$ cat src/rtl/coef_bank.sv
// rtl/coef_bank.sv - per-stage twiddle coefficient store loaded from the mapper stream, single-cycle read port
// Optional double buffering when COEF_BANK_PINGPONG_EN is defined.
module coef_bank #(
    parameter int N   = 16,
    parameter int MSB = 16
) (
    input  logic                   clk,
    input  logic                   rst,
    input  logic                   load_req,
    input  logic [$clog2(N/4)-1:0] load_stage,
    output logic                   map_start,
    output logic [$clog2(N/4)-1:0] map_stage,
    input  logic                   wr_we,
    input  logic [$clog2(N/2)-1:0] wr_addr,
    input  logic [MSB-1:0]         wr_c,
    input  logic [MSB-1:0]         wr_cps,
    input  logic [MSB-1:0]         wr_cms,
    input  logic                   wr_dv,
    output logic                   bank_ready,
    output logic                   load_err,
    input  logic                   rd_en,
    input  logic [$clog2(N/2)-1:0] rd_addr,
    output logic                   rd_valid,
    output logic [MSB-1:0]         rd_c,
    output logic [MSB-1:0]         rd_cps,
    output logic [MSB-1:0]         rd_cms,
    output logic                   rd_miss
);
    localparam int AW    = $clog2(N/2);
    localparam int SW    = $clog2(N/4);
    localparam int DEPTH = N/2;
    localparam int WW    = 3*MSB;
`ifdef COEF_BANK_PINGPONG_EN
    localparam int IW    = AW + 1;
`else
    localparam int IW    = AW;
`endif
    localparam logic [DEPTH-1:0] BIT0 = DEPTH'(1);

    typedef enum logic [1:0] {IDLE, REQ, LOAD, FULL} state_t;

    state_t            r_state;
    state_t            w_state_nxt;
    logic              w_commit;
    logic              w_fail;
    logic              w_enter_req;
    logic              w_wr_fire;
    logic              w_full;
    logic [DEPTH-1:0]  w_set;
    logic [IW-1:0]     w_wr_idx;
    logic [IW-1:0]     w_rd_idx;
    logic [WW-1:0]     w_rd_word;

    logic [SW-1:0]     r_map_stage;
    logic [DEPTH-1:0]  r_bitmap;
    logic [AW-1:0]     r_addr_q;
    logic              r_we_q;
    logic              r_dv_q;
    logic              r_bank_ready;
    logic              r_load_err;
    logic              r_rd_valid;
    logic              r_rd_miss;
    logic [MSB-1:0]    r_rd_c;
    logic [MSB-1:0]    r_rd_cps;
    logic [MSB-1:0]    r_rd_cms;
    logic [WW-1:0]     r_mem [0:(1<<IW)-1];
`ifdef COEF_BANK_PINGPONG_EN
    logic              r_active;

    assign w_wr_idx = {~r_active, r_addr_q};
    assign w_rd_idx = {r_active, rd_addr};
`else
    assign w_wr_idx = r_addr_q;
    assign w_rd_idx = rd_addr;
`endif

    // Data lags its address by one beat, so the write fires from the registered address.
    assign w_wr_fire   = r_we_q && (r_state == LOAD);
    assign w_set       = w_wr_fire ? (BIT0 << r_addr_q) : '0;
    assign w_full      = &(r_bitmap | w_set);
    assign w_enter_req = (w_state_nxt == REQ);
    assign w_rd_word   = r_mem[w_rd_idx];

    always_comb begin
        w_state_nxt = r_state;
        w_commit    = 1'b0;
        w_fail      = 1'b0;
        unique case (r_state)
            IDLE: if (load_req) w_state_nxt = REQ;
            REQ:  w_state_nxt = LOAD;
            LOAD: begin
                if (load_req) begin
                    w_state_nxt = REQ;
                end else if (r_dv_q) begin
                    if (w_full) begin
                        w_state_nxt = FULL;
                        w_commit    = 1'b1;
                    end else begin
                        w_state_nxt = IDLE;
                        w_fail      = 1'b1;
                    end
                end
            end
            FULL: if (load_req) w_state_nxt = REQ;
            default: w_state_nxt = IDLE;
        endcase
    end

    always_ff @(posedge clk or posedge rst) begin
        if (rst) begin
            r_state      <= IDLE;
            r_map_stage  <= '0;
            r_bitmap     <= '0;
            r_addr_q     <= '0;
            r_we_q       <= 1'b0;
            r_dv_q       <= 1'b0;
            r_bank_ready <= 1'b0;
            r_load_err   <= 1'b0;
            r_rd_valid   <= 1'b0;
            r_rd_miss    <= 1'b0;
            r_rd_c       <= '0;
            r_rd_cps     <= '0;
            r_rd_cms     <= '0;
`ifdef COEF_BANK_PINGPONG_EN
            r_active     <= 1'b0;
`endif
        end else begin
            r_state <= w_state_nxt;

            if (w_enter_req) begin
                r_map_stage <= load_stage;
                r_load_err  <= 1'b0;
            end else if (w_fail) begin
                r_load_err  <= 1'b1;
            end

            if (wr_we) r_addr_q <= wr_addr;
            r_we_q <= wr_we && (r_state == LOAD);
            r_dv_q <= wr_dv && (r_state == LOAD);

            if (r_state == REQ)
                r_bitmap <= '0;
            else
                r_bitmap <= r_bitmap | w_set;

`ifdef COEF_BANK_PINGPONG_EN
            // Once the first bank is valid, readers keep it while the shadow reloads.
            if (w_commit) begin
                r_bank_ready <= 1'b1;
                r_active     <= ~r_active;
            end
`else
            if (w_commit)
                r_bank_ready <= 1'b1;
            else if (w_enter_req)
                r_bank_ready <= 1'b0;
`endif

            r_rd_valid <= rd_en && r_bank_ready;
            r_rd_miss  <= rd_en && !r_bank_ready;
            if (rd_en && r_bank_ready) begin
                r_rd_c   <= w_rd_word[WW-1 -: MSB];
                r_rd_cps <= w_rd_word[2*MSB-1 -: MSB];
                r_rd_cms <= w_rd_word[MSB-1:0];
            end
        end
    end

    always_ff @(posedge clk) begin
        if (w_wr_fire) r_mem[w_wr_idx] <= {wr_c, wr_cps, wr_cms};
    end

    assign map_start  = (r_state == REQ);
    assign map_stage  = r_map_stage;
    assign bank_ready = r_bank_ready;
    assign load_err   = r_load_err;
    assign rd_valid   = r_rd_valid;
    assign rd_miss    = r_rd_miss;
    assign rd_c       = r_rd_c;
    assign rd_cps     = r_rd_cps;
    assign rd_cms     = r_rd_cms;

endmodule

$ cat config.mk
export PLATFORM = sky130hd
export DESIGN_NAME = coef_bank
export DESIGN_NICKNAME = d
export VERILOG_FILES = /design/src/rtl/coef_bank.sv
export SDC_FILE = /design/constraint.sdc
export NUM_CORES = 1
export LEC_CHECK = 0
export ABC_CLOCK_PERIOD_IN_PS = 6700
export CAP_MARGIN = 5
export CORE_MARGIN = 2
export CORE_UTILIZATION = 56
export CTS_CLUSTER_SIZE = 24
export DETAILED_ROUTE_END_ITERATION = 7
export GPL_ROUTABILITY_DRIVEN = 0
export MAX_ROUTING_LAYER = met4
export PLACE_DENSITY_LB_ADDON = 0.08
export SKIP_CTS_REPAIR_TIMING = 1
export SLEW_MARGIN = 20
export SYNTH_ARGS = -nofsm -noshare
export SYNTH_HDL_FRONTEND = slang
export SYNTH_SLANG_ARGS = --single-unit
export TNS_END_PERCENT = 5
$ cat constraint.sdc
create_clock -name clk -period 6.7 [get_ports clk]
set_clock_uncertainty 0.15 [all_clocks]
set_input_delay 1.675 -clock clk [delete_from_list [all_inputs] [get_ports clk]]
set_output_delay 1.675 -clock clk [all_outputs]
set_load 0.1 [all_outputs]
==> metrics.md <==
| Metric | Value |
|---|---|
| Status | complete, no violations |
| Commonest non-fill, non-tap cell in the layout | edfxtp_1 |
| DRT Wirelength | 32200 µm |
| Hold Startpoint | bank_ready$_DFFE_PP0P_ |
| Max-cap violations | 0 |
| Vias in the first global route | 8385 |
| Pwr dens | 390 mW/mm² |
| Grt ovf | 0 |
| Pin count of the biggest net entering global routing | 77 |
| Post-synthesis sequential area ratio | 78.0% |
| Syn nets | 875 |
| Syn-to-layout area delta | 18.0% |
| DIE AREA | 0.0318 mm² |
| Avg Cell Area, Syn | 21.0 µm² |
| Crit path DAT | 2.63 ns |
| R2r worst-path depth | 9 |
| Dpl ws | 2.47 ns |
| Chip Height | 178 µm |
| RR Endpoint | map_stage[1]$_DFFE_PP0N_ |
| Synth cell types | 38 |
| Hold WC Path Type | register to register |
| Worst vdd ir | 0.342 mV |
| First-pass GRT wire length | 48100 µm |
| Worst-path maximum fanout | 12 |
| Die width | 178 µm |
| DRT Pass-1 Iters | 7 |
| Setup TNS Final | 0 ns |
| Crit path required time | 4.88 ns |
| Post-DP HPWL | 16000 µm |
| Final worst slack | 2.25 ns |
| Finished Cell Area | 0.0200 mm² |
| CP Class | register to output port |
| Initial antenna violation count | 1 |
| Crit path to | map_start |
| Worst Setup SP | r_state[1]$_DFF_PP0_ |
| Mapped Cells | 811 |
| H-tree depth | 2 |
| Post-synth top area share | 67.9% |
| Synth warn | 0 |
| Drt wl/cell | 23.6 µm |
| Most frequent cells in the layout | edfxtp_1 (384), clkdlybuf4s50_1 (113), mux4_2 (96) |
| Filler Cell Count | 1912 |
| Total GRT Usage | 21.3% |
| Max_slew headroom | 28.3% |
| Vias per cell | 5.81 |
| FP Rows | 63 |
| Total CTS buffers | 45 |
| RSZ-0062 raised after global routing | false |
| Clock sink total | 453 |
| Critical path endpoint category | output port |
| Fraction of layout cells with a size suffix above 1 | 20.4% |
| R2r setup slk | 2.95 ns |
| Max Slew Vio Count | 0 |
| Port-buffer cells | 116 |
| Worst R2R Start | r_state[0]$_DFF_PP0_ |
| Ports | 117 |
| Cell area after synthesis | 0.0170 mm² |
| Vias | 7959 |
| Final hold viol count | 0 |
| Final setup vio count | 0 |
| Leak pwr | 6.80 nW |
| Root Buffer | clkbuf_16 |
| Crit share post-route | 66.5% |
| Clk_lat worst skew | 0.53 ns |
| Nets@finish | 1006 |
| Peak Freq | 225 MHz |
| Initial core utilization | 57.0% |
| Slew @ Worst Pin | 1.08 ns |
| CTS max path bufs | 3 |
| CTS tree | built |
| Clock Pin Slew Worst Setup and Hold Paths | 0.06 ns |
| Area after DPL | 0.0186 mm² |
| Post-synth top area cell | edfxtp_1 |
| Drt drc | 0 |
| Core Area | 0.0298 mm² |
| Top post-synthesis cells by area | edfxtp_1 (68%), mux4_2 (13%), dfrtp_1 (10%), mux2i_1 (2.9%), a21oi_1 (1.5%) |
| Fin crit period | 4.45 ns |
| CP startpoint kind | register |
| Detail Route Antenna Nets | 0 |
| Yosys reg bits | 453 |
| DR iter-0 viols | 583 |
==> stage by stage <==
stage | total power, mW | instances | utilization, % | hold WS (ns)
after CTS | 7.89 | 1366 | 67.2 | 0.355
after floorplan | 4.93 | 811 | - | 0.317
after detailed placement | 5.44 | 1285 | 62.4 | 0.348
final | 7.82 | 1369 | 67.3 | 0.344
after global placement | 5.41 | 1285 | 62.4 | 0.317
after global routing | 8.09 | 1367 | 67.3 | 0.392
==> how the worst min path moves through the flow <==
stage	to	slack, ns	cells past startpoint
finish	rd_miss$_DFF_PP0_	0.34	1
global route	map_stage[0]$_DFFE_PP0N_	0.39	1
CTS	rd_miss$_DFF_PP0_	0.35	1
detailed placement	r_bitmap[2]$_DFF_PP0_	0.35	2
global placement	rd_miss$_DFF_PP0_	0.32	1
floorplan	r_bitmap[2]$_DFF_PP0_	0.32	2
==> synth_stat cells, drive strengths merged <==
| library cell | n |
|---|---|
| a21boi | 1 |
| a21o | 2 |
| a21oi | 52 |
| a22oi | 3 |
| a31oi | 1 |
| and2 | 5 |
| and4b | 1 |
| buf | 14 |
| clkbuf | 28 |
| dfrtp | 69 |
| edfxtp | 384 |
| ha | 2 |
| inv | 8 |
| mux2 | 5 |
| mux2i | 50 |
| mux4 | 96 |
| nand2 | 8 |
| nand2b | 1 |
| nand4 | 1 |
| nand4b | 1 |
| nor2 | 63 |
| nor2b | 3 |
| nor3 | 1 |
| nor4 | 2 |
| o21ai | 4 |
| o21ba | 1 |
| o21bai | 2 |
| o22ai | 1 |
| o41ai | 1 |
| or4 | 1 |
==> routing by layer <==
layer	wire, µm	global-route usage, %	up-vias
met3	1700	3.82	52
met1	13300	27.2	4184
met4	586	5.18	0
met5	0	-	-
li1	-	-	3534
met2	16600	36.2	189
==> registers in the layout, summed over array words and instances (netlist names) <==
| signal | flops |
|---|---|
| rd_c | 16 |
| r_dv_q | 1 |
| rd_valid | 1 |
| rd_cps | 16 |
| load_err | 1 |
| r_bitmap | 8 |
| r_mem | 384 |
| rd_miss | 1 |
| r_addr_q | 3 |
| rd_cms | 16 |
| map_stage | 2 |
| r_state | 2 |
| r_we_q | 1 |
| bank_ready | 1 |
==> layout make-up <==
type / instances / area, µm² / area share [%]
clock buffer: 65 / 1270 / 6.34
tap: 390 / 488 / 2.43
multi-input combinational: 308 / 3570 / 17.8
clock inverter: 16 / 183 / 0.911
antenna: 3 / 7.51 / 0.0375
sequential: 453 / 13300 / 66.1
timing repair buffer: 126 / 1230 / 6.16
inverter: 8 / 31.3 / 0.156
==> worst max-delay path, cell delays in order (launching register included) <==
cell and delay (ns):
dfrtp_1 0.41, inv_1 0.07, ha_1 0.41, clkdlybuf4s50_1 1.21
==> where the power goes <==
part	switching [mW]	total [mW]	internal, mW	leakage (nW)
combinational	1.51	1.99	0.486	1.80
sequential	0.127	3.38	3.25	4.29
clock	0.979	2.45	1.47	0.720
total	2.61	7.82	5.21	6.80
==> logic make-up (layout without fill, tap and decap cells) <==
kind of cell,count (synthesis),in the layout,synth area share [%]
AOI/OAI and AO/OA,68,68,2.22
adders and majority gates,2,2,0.147
buffers and inverters,50,215,1.24
DFF,453,453,78.0
muxes,151,151,16.1
other,0,3,0
and+or+nand+nor,87,87,2.29
(Power assumes the default switching activity.)
